--- src/rtl/cos_lut_sched.sv ---
// rtl/cos_lut_sched.sv - cosine LUT address sequencer for one DFT bin
module cos_lut_sched #(
   parameter int ADDR_W = 10,
   parameter int DATA_W = 18,
   parameter int NLOG2  = 10
) (
   input  logic                     Clk,
   input  logic                     reset_n,
   input  logic                     start,
   input  logic [ADDR_W-1:0]        k,
   input  logic                     abort,
   output logic                     busy,
   output logic                     done,
   output logic [ADDR_W-1:0]        lut_addr,
   input  logic signed [DATA_W-1:0] lut_dout,
   output logic                     out_valid,
   input  logic                     out_ready,
   output logic signed [DATA_W-1:0] out_cos,
   output logic signed [DATA_W-1:0] out_sin,
   output logic [NLOG2-1:0]         out_n,
   output logic                     out_last
);

   localparam logic [2:0] S_IDLE  = 3'd0;
   localparam logic [2:0] S_COS   = 3'd1;
   localparam logic [2:0] S_SIN   = 3'd2;
   localparam logic [2:0] S_PAIR  = 3'd3;
   localparam logic [2:0] S_DRAIN = 3'd4;

   // A quarter period: sin(x) is read as cos(x - quarter).
   localparam logic [ADDR_W-1:0] QUARTER = {2'b01, {(ADDR_W-2){1'b0}}};
   localparam logic [NLOG2-1:0]  N_MAX   = '1;

   logic [2:0]               state;
   logic [ADDR_W-1:0]        k_q;
   logic [ADDR_W-1:0]        phase;
   logic [NLOG2-1:0]         n;
   logic signed [DATA_W-1:0] cos_q;
   logic                     handshake;
   logic                     can_load;

   assign handshake = out_valid && out_ready;
   assign can_load  = !out_valid || out_ready;

   // LUT address follows the state; PAIR keeps the sine address so a stalled
   // pair keeps re-reading the same sine value.
   always_comb begin
      lut_addr = '0;
      case (state)
         S_COS:          lut_addr = phase;
         S_SIN, S_PAIR:  lut_addr = phase - QUARTER;
         default:        lut_addr = '0;
      endcase
   end

   // Sequencer state, phase accumulator and output triple register.
   always_ff @(posedge Clk or negedge reset_n) begin
      if (!reset_n) begin
         state     <= S_IDLE;
         k_q       <= '0;
         phase     <= '0;
         n         <= '0;
         cos_q     <= '0;
         busy      <= 1'b0;
         done      <= 1'b0;
         out_valid <= 1'b0;
         out_cos   <= '0;
         out_sin   <= '0;
         out_n     <= '0;
         out_last  <= 1'b0;
      end else begin
         done <= 1'b0;
         if (abort) begin
            state     <= S_IDLE;
            out_valid <= 1'b0;
            busy      <= 1'b0;
         end else begin
            if (handshake) begin
               out_valid <= 1'b0;
            end
            case (state)
               S_IDLE: begin
                  if (start) begin
                     k_q   <= k;
                     phase <= '0;
                     n     <= '0;
                     busy  <= 1'b1;
                     state <= S_COS;
                  end
               end
               S_COS: begin
                  state <= S_SIN;
               end
               S_SIN: begin
                  cos_q <= lut_dout;
                  state <= S_PAIR;
               end
               S_PAIR: begin
                  if (can_load) begin
                     out_cos   <= cos_q;
                     out_sin   <= lut_dout;
                     out_n     <= n;
                     out_last  <= (n == N_MAX);
                     out_valid <= 1'b1;
                     phase     <= phase + k_q;
                     n         <= n + 1'b1;
                     state     <= (n == N_MAX) ? S_DRAIN : S_COS;
                  end
               end
               S_DRAIN: begin
                  if (handshake) begin
                     done  <= 1'b1;
                     busy  <= 1'b0;
                     state <= S_IDLE;
                  end
               end
               default: begin
                  state <= S_IDLE;
               end
            endcase
         end
      end
   end

endmodule
--- config.mk ---
export PLATFORM = sky130hd
export DESIGN_NAME = cos_lut_sched
export DESIGN_NICKNAME = d
export VERILOG_FILES = /design/src/rtl/cos_lut_sched.sv
export SDC_FILE = /design/constraint.sdc
export NUM_CORES = 1
export LEC_CHECK = 0
export BUFFER_PORTS_ARGS = -buffer_cell sky130_fd_sc_hd__buf_2
export CORE_ASPECT_RATIO = 0.5
export CORE_MARGIN = 4
export CORE_UTILIZATION = 50
export DETAILED_ROUTE_END_ITERATION = 10
export GPL_ROUTABILITY_DRIVEN = 0
export PLACE_DENSITY = 0.77
export SYNTH_ARGS = -nofsm -noshare
export SYNTH_HDL_FRONTEND = slang
export SYNTH_SLANG_ARGS = --single-unit
--- constraint.sdc ---
create_clock -name Clk -period 2.2 [get_ports Clk]
set_input_delay 0.44 -clock Clk [delete_from_list [all_inputs] [get_ports Clk]]
set_output_delay 0.44 -clock Clk [all_outputs]
set_load 0.01 [all_outputs]
# Word level (Yosys, flattened, before mapping)
# Index checks and enable logic that the tools add are counted.
[word_totals]
reg_bits = 101
latch_bits = 0
ramBits = 0
romBits = 0
out_inout_bits = 60
n_memories = 0
[op_classes]
add_sub_neg = 3
mul = 0
n_div = 0
n_lt_le_gt_ge = 0
n_eq_ne = 10
shifts = 0
mux = 23
bitwise_logic = 1
reduce_logical = 13
[op_table]
columns = ["op", "count"]
rows = [
  ["10-bit one-hot mux with 2 select lines", 3],
  ["10-bit two-way mux", 3],
  ["3-bit two-way mux", 5],
  ["3-bit one-hot mux with 5 select lines", 1],
  ["3-bit AND reduction", 4],
  ["10-bit by 1-bit adder with 10-bit output, second input constant", 1],
  ["10-bit adder", 1],
  ["10-bit equality test, second input constant", 1],
  ["1-bit two-way mux", 10],
  ["10-bit by 9-bit subtractor with 10-bit output, second input constant", 1],
  ["3-bit inequality test, second input constant", 3],
  ["3-bit by 2-bit equality test with 1-bit output, second input constant", 2],
  ["2-bit inequality test, second input constant", 2],
  ["4-bit AND reduction", 1],
  ["3-bit by 1-bit equality test with 1-bit output, second input constant", 1],
  ["3-bit equality test, second input constant", 1],
  ["3-bit zero test", 1],
  ["3-bit nonzero test", 1],
  ["1-bit one-hot mux with 2 select lines", 1],
  ["2-bit AND reduction", 1],
  ["2-bit nonzero test", 1],
  ["2-bit OR reduction", 1],
  ["1-bit logical AND", 1],
  ["1-bit zero test", 1],
  ["other kinds (2)", 2],
]

# Logic depth before layout (Yosys ltp)
# Gate-level depths: netlist (run 1).
[depth]
ltp_word = 5
mapped_depth = 8
mapped_depth_nobuf = 8

# Worst setup path after synthesis (run 1)
# No wires, ideal clock.
[synth_timing]
kind = "flip-flop to flip-flop"
from = "reg k_q[6]"
to = "reg phase[9]"
setup_ns = 0.087
arrival_time_ns = 1.835
t_required_ns = 2.113
slack_ns = 0.279
path_stages_with_launch = 7
synth_period_minus_slack_ns = 1.921
path_cell_list = "dfrtp_1 > ha_1 > a211oi_1 > nor3b_1 > o32a_1 > a2111o_1 > o211ai_1"
[synth_between]
elab_chain_len = 3
[synth_lines]
columns = ["element", "line_no", "rtl"]
rows = [
  ["from (decl)", "35", "logic [ADDR_W-1:0] k_q;"],
  ["from (signal assigned)", "84", "k_q <= k;"],
  ["10-bit adder", "105", "phase <= phase + k_q;"],
  ["10-bit two-way mux", "99", "if (can_load) begin"],
  ["10-bit one-hot mux with 2 select lines", "81", "case (state)"],
  ["to (signal assigned)", "105", ""],
  ["to (decl)", "36", "logic [ADDR_W-1:0] phase;"],
]
# No other way between the ends. The select of a mux whose other input is x is not followed.
# A chain may end at the register's enable or synchronous reset.

# Worst setup path after layout (run 1)
[layout_timing]
from = "reg phase[0]"
to = "reg phase[6]"
[layout_between]
elab_chain_len = 3
[layout_lines]
columns = ["element", "line_no"]
rows = [
  ["10-bit adder", "105"],
  ["10-bit two-way mux", "99"],
  ["10-bit one-hot mux with 2 select lines", "81"],
]
# No other way between the ends. The select of a mux whose other input is x is not followed.

==> results of run 1 <==
## cell type report
class                   count  area, um^2
multi-input cells         338        1910
repair buffers            102         576
inverters                   7        26.3
clock buffers              10         239
flip-flops and latches    101        2530
clock inverters             6        51.3
fillers                   749        3320
well taps                 117         146
## per-layer routing
| layer | global-route usage [%] | wire length (um) |
|---|---|---|
| met1 | 26.2 | 4460 |
| met2 | 30.8 | 4590 |
| met3 | 4.01 | 477 |
| met4 | 4.74 | 69 |
| met5 | 0 | 0 |
## where the power goes
part / switching (mW) / internal, mW / leakage (nW)
Combinational: 1.12 / 0.948 / 1.41
Sequential: 0.402 / 2.52 / 1.30
Clock: 0.720 / 0.819 / 0.146
Total: 2.24 / 4.29 / 2.85
## worst max-delay path: stages (launching register included)
cell      delay, ns
dfrtp_1        0.37
ha_1           0.18
inv_1          0.06
fa_1           0.38
nand2b_1       0.19
a21oi_1        0.29
o21a_1         0.16
o21ai_0        0.07
a32o_1         0.26
## cells by family after synthesis
family	count (synthesis)	share of synthesized area, %
buffers and inverters	28	2.72
DFF	101	55.5
adders and majority gates	11	3.19
and+or+nand+nor	248	23.9
AOI/OAI and AO/OA	48	7.69
xor gates and xnor gates	12	2.31
muxes	19	4.67
## repair_timing
| action | 4_1_cts | 5_1_grt |
|---|---|---|
| gates resized for setup | 1 | 2 |
| setup endpoints to repair | 7 | 8 |
| setup buffers | 0 | 0 |
## worst paths after layout
| check | from | end | depth (start not counted) |
|---|---|---|---|
| worst max-delay path | phase[0] | phase[6] | 8 |
| worst min-delay path | reset_n | out_sin[4] | 1 |
| worst max register to register | phase[0] | phase[6] | 8 |
| worst min register to register | cos_q[1] | out_cos[1] | 2 |
| max in group asynchronous | reset_n | done | 2 |
| min in group Clk | k[5] | k_q[5] | 3 |
## cell usage in the layout (no fill, tap or decap), types with 8 or more instances in the layout
master,instances
ha_1,10
o21ai_0,15
nand2_1,177
nor2_1,20
buf_2,91
dfrtp_1,101
buf_4,8
clkbuf_16,9
and2_1,8
xnor2_1,8
nand3_1,9
mux2_2,17
## sequential cells by signal, indices dropped and copies added, names as in the netlist
name	cells
out_sin	18
cos_q	18
out_cos	18
out_last	1
n	10
out_valid	1
done	1
phase	10
busy	1
out_n	10
k_q	10
state	3
## metrics by stage
step	worst slack (ns)	hold slack [ns]	power (mW)	area [um^2]	util, %
floorplan	0.279	0.144	4.24	4560	-
global placement	0.196	0.424	4.95	5180	58.9
detailed placement	0.140	0.430	5.04	5180	58.9
CTS	0.0753	0.0608	6.59	5470	62.2
global route	0.0402	0.0769	7.02	5480	62.3
finish	0.132	0.0468	6.53	5480	62.3
==> flow_summary_export.csv, run 1 <==
group,metric,value,unit
outcome,outcome,"complete, no violations",
detailed_routing,drtAntennaViolNets,0,
floorplanning,die_x,143,um
sta,final_max_slew_viol_count,0,
floorplanning,initial_utilization,51.8,%
hold_path,hp-class,"in2async",
clock_tree,cts_tree,"yes",
yosys,ys_seq_elements,101,
clock_tree,cts_root_buffer,"clkbuf_16",
grt,antenna_found_initial,0,
critical_path,cp_data_arrival_time,2.29,ns
detailed_routing,drt_iter0_drc,227,
yosys,synth_most_common_cell,"nand2_1",
critical_path,crit_path_start_kind,"flip-flop",
clock_tree,clk_latency,0.34,ns
floorplanning,dieHeight,75.5,um
critical_path,critical_path_class,"reg2reg",
sta,skew,0.00800,ns
clock_tree,cts_num_sinks,101,
critical_path,critPathMaxFanout,3,
yosys,netlist_top_cells_count,"177 x nand2_1, 101 x dfrtp_1, 22 x nor2_1",
placed_design,io_buffers,92,
yosys,async_flop_share,100,%
clock_tree,holdBufCountCts,0,
grt,grt_overflow,0,
sta,worst_pin_slew,0.917,ns
critical_path,rrSetupSlack,0.13,ns
yosys,synth_top_area_share,55.5,%
yosys,synth_edf_count,0,
detailed_routing,wl,9.60,mm
yosys,syn_area,4560,um^2
yosys,synth_flop_cell,"dfrtp_1",
clock_tree,clk_pin_slew,0.07,ns
detailed_routing,drt_first_pass_iters,4,
cells_and_area,drive_gt1_share,26.1,%
yosys,synthCells,467,
detailed_routing,route.detailed.drc,0,
detailed_routing,wl_per_cell,14.1,um
yosys,ys_types,53,
detailed_routing,vias_per_cell,5.13,
floorplanning,rows,24,
critical_path,required,2.43,ns
sta,setup_viol,0,
sta,rsz0062_at_grt,"no",
grt,grt_pass1_vias,3283,
grt,grt_pass1_wl,16.1,mm
floorplanning,design.die.area,10800,um^2
sta,tns,0,ns
run,drv_cap,0,
clock_tree,clk_path_buf_depth,2,
floorplanning,coreArea,8800,um^2
floorplanning,pin_count,93,
clock_tree,cts_made_buffers,9,
cells_and_area,layout.nets,603,
critical_path,endpoint_kind,"flip-flop",
sta,relSlewSlack,38.6,%
yosys,ys_warn_count,0,
grt,grt_max_degree,55,
detailed_routing,vias,3492,
cells_and_area,num_antenna_cells,0,
yosys,yosys.area.top_type,"dfrtp_1",
clock_tree,cts_max_level,3,
grt,grt.total_usage,18.8,%
cells_and_area,final_cells,681,
yosys,avgSynthCellArea,9.76,um^2
power,peakVddDrop,0.655,mV
yosys,synth.yosys.seq_area_share,55.5,%
sta,max_freq,483,MHz
sta,period_minus_slack,2.07,ns
sta,final-hold-violation-count,0,
sta,post-route-period-util,94.0,%
power,p_leak,2.85,nW
placed_design,dp_hpwl,6.69,mm
cells_and_area,area.growth.synth_to_final,20.3,%
yosys,ys_top_cells_by_area,"dfrtp_1 55%, nand2_1 15%, mux2_2 4.2%",
yosys,syn_nets,511,
placed_design,placed_cells,665,
power,power_density,1190,nW/um^2
Power figures use the tool's default switching activity.
==> inputs of run 2 (changes only) <==
RECOVER_POWER = 25   (was default)
==> flow_summary_export.csv, run 2 (synthesized netlist as in run 1, its figures left out) <==
group,metric,value,unit
detailed_routing,drtAntennaViolNets,0,
cells_and_area,num_antenna_cells,0,
cells_and_area,layout.nets,603,
critical_path,endpoint_kind,"flip-flop",
floorplanning,rows,24,
power,combPwrFrac,31.6,%
clock_tree,post_cts_buffers,0,
detailed_routing,wl,9.57,mm
power,swShare,34.3,%
grt,grt_overflow,0,
cells_and_area,final_area,5450,um^2
cells_and_area,drive_gt1_share,26.1,%
critical_path,cp_data_arrival_time,2.29,ns
critical_path,required,2.42,ns
outcome,outcome,"complete, no violations",
hold_path,hp-class,"in2async",
sta,final_max_slew_viol_count,0,
sta,skew,0.00794,ns
detailed_routing,wl_per_cell,14.1,um
critical_path,critPathMaxFanout,3,
clock_tree,cts_root_buffer,"clkbuf_16",
clock_tree,clk_pin_slew,0.07,ns
placed_design,placed_area,5180,um^2
sta,period_minus_slack,2.06,ns
power,p_sw,2.24,mW
clock_tree,cts_max_level,3,
critical_path,critical_path_class,"reg2reg",
cells_and_area,area.growth.synth_to_final,19.6,%
power,power_frac_clock,23.5,%
grt,antenna_found_initial,0,
cells_and_area,reg.largest.list,"cos_q x18, out_cos x18, out_sin x18",
floorplanning,initial_utilization,51.8,%
clock_tree,cts_made_buffers,9,
sta,tns,0,ns
clock_tree,cts_num_sinks,101,
sta,rsz0062_at_grt,"no",
detailed_routing,vias,3479,
grt,grt_pass1_vias,3283,
detailed_routing,route.detailed.drc,0,
detailed_routing,drt_first_pass_iters,4,
power,p_int,4.28,mW
clock_tree,clk_path_buf_depth,2,
power,peakVddDrop,0.655,mV
detailed_routing,vias_per_cell,5.11,
clock_tree,cts_tree,"yes",
sta,final-hold-violation-count,0,
grt,grt_max_degree,55,
power,p_total,6.52,mW
critical_path,crit_path_start_kind,"flip-flop",
floorplanning,die_x,143,um
floorplanning,dieHeight,75.5,um
power,power_density,1200,nW/um^2
grt,grt.total_usage,18.8,%
sta,setup_viol,0,
sta,worst_pin_slew,0.905,ns
sta,max_freq,484,MHz
sta,post-route-period-util,93.9,%
run,drv_cap,0,
cells_and_area,fillCellCount,752,
grt,grt_pass1_wl,16.1,mm
placed_design,dp_hpwl,6.69,mm
floorplanning,coreArea,8800,um^2
floorplanning,pin_count,93,
cells_and_area,final_common_cell,"nand2_1",
clock_tree,clk_latency,0.34,ns
floorplanning,design.die.area,10800,um^2
power,seqPwrFrac,44.9,%
placed_design,placed_cells,665,
power,p_leak,2.84,nW
sta,relSlewSlack,39.4,%
cells_and_area,final_cell_mix,"177 x nand2_1, 101 x dfrtp_1, 91 x buf_2",
placed_design,io_buffers,92,
detailed_routing,drt_iter0_drc,221,
cells_and_area,final_cells,681,
run 2: cell count changes in the layout (fill, tap and decap cells not counted), sizes merged:
cell and delta:
clkbuf +3, buf -3
run 2: worst paths after layout:
| check | depth (start not counted) | end | slack [ns] | from |
|---|---|---|---|---|
| worst max-delay path | 8 | phase[6] | 0.14 | phase[0] |
| worst min-delay path | 1 | out_sin[4] | 0.19 | reset_n |
| worst max register to register | 8 | phase[6] | 0.14 | phase[0] |
| worst min register to register | 2 | out_cos[1] | 0.47 | cos_q[1] |
| max in group asynchronous | 2 | done | 0.68 | reset_n |
| min in group Clk | 3 | k_q[5] | 0.29 | k[5] |
run 2: stage by stage:
stage                     hold slack, ns  setup slack, ns  util (%)
after floorplan                    0.144            0.279         -
after global placement             0.424            0.196      58.9
after detailed placement           0.430            0.140      58.9
after CTS                         0.0608           0.0753      62.2
after global routing               0.258           0.0402      61.9
final                              0.185            0.135      61.9
run 2: metal layers:
layer  track usage [%]  wire, um
met5                 0         0
met4              4.74        34
met2              30.8      4610
met1              26.2      4350
met3              4.01       578
run 2: what timing repair did:
| action | CTS | global route |
|---|---|---|
| gates resized for setup | 1 | 2 |
| hold buffers | 0 | 0 |
| endpoints found under the setup margin | 7 | 8 |
| pin swaps | 0 | 0 |
run 2: power by group through the flow:
stage	combinational [mW]	clock [mW]	sequential (mW)
floorplan	1.20	0	3.04
global placement	2.01	0	2.94
detailed placement	2.08	0	2.96
CTS	2.09	1.57	2.94
global route	2.33	1.66	3.02
finish	2.06	1.53	2.93
run 2: critical path, cell delays in order (launching register included):
cell      delay (ns)
dfrtp_1         0.38
ha_1            0.18
inv_1           0.06
fa_1            0.38
nand2b_1        0.19
a21oi_1         0.28
o21a_1          0.16
o21ai_0         0.07
a32o_1          0.26
run 2: final cells by class:
type / instances / area (um^2) / area share [%]
Multi-Input combinational cell: 338 / 1910 / 35.1
Clock buffer: 10 / 239 / 4.39
Timing Repair Buffer: 102 / 543 / 9.97
Inverter: 7 / 26.3 / 0.482
Tap cell: 117 / 146 / 2.69
Sequential cell: 101 / 2530 / 46.4
Clock inverter: 6 / 51.3 / 0.942
==> inputs of run 3 (changes only) <==
CTS_CLUSTER_SIZE = 8   (was default)
RECOVER_POWER = 50   (was 25)
==> flow_summary_export.csv, run 3 (synthesized netlist as in run 1, its figures left out) <==
group,metric,value,unit
cells_and_area,drive_gt1_share,21.1,%
grt,grt_pass1_vias,3283,
clock_tree,clk_pin_slew,0.07,ns
clock_tree,cts_tree,"yes",
floorplanning,dieHeight,75.5,um
floorplanning,pin_count,93,
critical_path,critical_path_class,"reg2reg",
critical_path,cp_data_arrival_time,2.29,ns
placed_design,io_buffers,92,
grt,grt_overflow,0,
clock_tree,cts_made_buffers,9,
critical_path,r2r-end,"phase[6]",
clock_tree,clk_path_buf_depth,2,
cells_and_area,final_common_cell,"nand2_1",
detailed_routing,vias,3505,
floorplanning,die_x,143,um
cells_and_area,layout.area.seq,2530,um^2
floorplanning,initial_utilization,51.8,%
outcome,outcome,"complete, no violations",
sta,period_minus_slack,2.06,ns
floorplanning,design.die.area,10800,um^2
sta,tns,0,ns
critical_path,critPathMaxFanout,3,
critical_path,endpoint_kind,"flip-flop",
sta,final_max_slew_viol_count,0,
sta,worst_pin_slew,0.919,ns
detailed_routing,drt_iter0_drc,229,
detailed_routing,wl_per_cell,14.1,um
clock_tree,cts_max_level,3,
clock_tree,holdBufCountCts,0,
sta,relSlewSlack,38.5,%
detailed_routing,wl,9.63,mm
cells_and_area,multi_input_comb_area,1910,um^2
critical_path,rrSetupSlack,0.14,ns
cells_and_area,final_cell_mix,"177 x nand2_1, 101 x dfrtp_1, 64 x buf_2",
floorplanning,coreArea,8800,um^2
cells_and_area,area.growth.synth_to_final,18.8,%
cells_and_area,reg.largest.list,"cos_q x18, out_cos x18, out_sin x18",
placed_design,dp_hpwl,6.69,mm
hold_path,hp-class,"in2async",
sta,rsz0062_at_grt,"no",
clock_tree,clk_latency,0.34,ns
critical_path,crit_path_start_kind,"flip-flop",
sta,setup_viol,0,
sta,skew,0.00762,ns
sta,post-route-period-util,93.7,%
power,peakVddDrop,0.655,mV
power,p_total,6.48,mW
detailed_routing,drtAntennaViolNets,0,
sta,final-hold-violation-count,0,
critical_path,worst-r2r-cell-count,8,
critical_path,required,2.43,ns
cells_and_area,fillCellCount,770,
clock_tree,cts_num_sinks,101,
power,power_density,1200,nW/um^2
run,drv_cap,0,
grt,grt_max_degree,55,
clock_tree,cts_root_buffer,"clkbuf_16",
detailed_routing,vias_per_cell,5.15,
grt,antenna_found_initial,0,
floorplanning,rows,24,
detailed_routing,drt_first_pass_iters,4,
detailed_routing,route.detailed.drc,0,
cells_and_area,num_antenna_cells,0,
power,p_leak,2.74,nW
critical_path,r2r_start,"phase[0]",
grt,grt.total_usage,18.8,%
grt,grt_pass1_wl,16.1,mm
sta,max_freq,485,MHz
cells_and_area,layout.nets,603,
## run 3: cell count changes in the layout (fill, tap and decap cells not counted), sizes merged
cell	before	now
buf	99	71
clkbuf	13	41
## run 3: layer usage
metal	track usage, %	vias to the layer above	wire [um]
li1	-	1727	-
met1	26.2	1689	4460
met2	30.8	81	4580
met3	4.01	8	526
met4	4.74	0	69
met5	0	-	0
## run 3: worst max-delay path by stage
stage                   from     endpoint  slack, ns  cells after the start
floorplan             k_q[6]     phase[9]       0.28                      6
global placement    phase[0]     phase[6]       0.20                      8
detailed placement    k_q[6]     phase[9]       0.14                      6
CTS                 state[1]  lut_addr[4]       0.08                      4
global route        state[1]  lut_addr[4]       0.04                      4
finish              phase[0]     phase[6]       0.14                      8
## run 3: worst max-delay path: stages (launching register included)
cell and delay, ns:
dfrtp_1 0.37, ha_1 0.18, inv_1 0.06, fa_1 0.38
nand2b_1 0.19, a21oi_1 0.29, o21a_1 0.16, o21ai_0 0.07
a32o_1 0.26
## run 3: where the power goes
part           total (mW)  switching (mW)  internal [mW]
Combinational        2.01            1.12          0.890
Clock                1.54           0.720          0.819
Sequential           2.93           0.408           2.52
Total                6.48            2.25           4.23
## run 3: area by class of cell
| type | count | share of cell area, % |
|---|---|---|
| multi-input combinational | 338 | 35.4 |
| sequential | 101 | 46.7 |
| tap | 117 | 2.71 |
| clock buffer | 10 | 4.42 |
| clock inverter | 6 | 0.948 |
| inverter | 7 | 0.486 |
| timing repair buffer | 102 | 9.34 |
## run 3: stage by stage
stage                     std cells  util [%]  area [um^2]  setup WS (ns)  hold WS, ns
final                           681      61.5         5410          0.139        0.184
after detailed placement        665      58.9         5180          0.140        0.430
after global placement          665      58.9         5180          0.196        0.424
after CTS                       681      62.2         5470         0.0753       0.0608
after global routing            681      61.5         5410         0.0402        0.258
after floorplan                 467         -         4560          0.279        0.144
## run 3: timing repair
action / 4_1_cts / 5_1_grt
resized for setup: 1 / 2
cloned: 0 / 0
endpoints found under the setup margin: 7 / 8
buffers inserted: 0 / 0
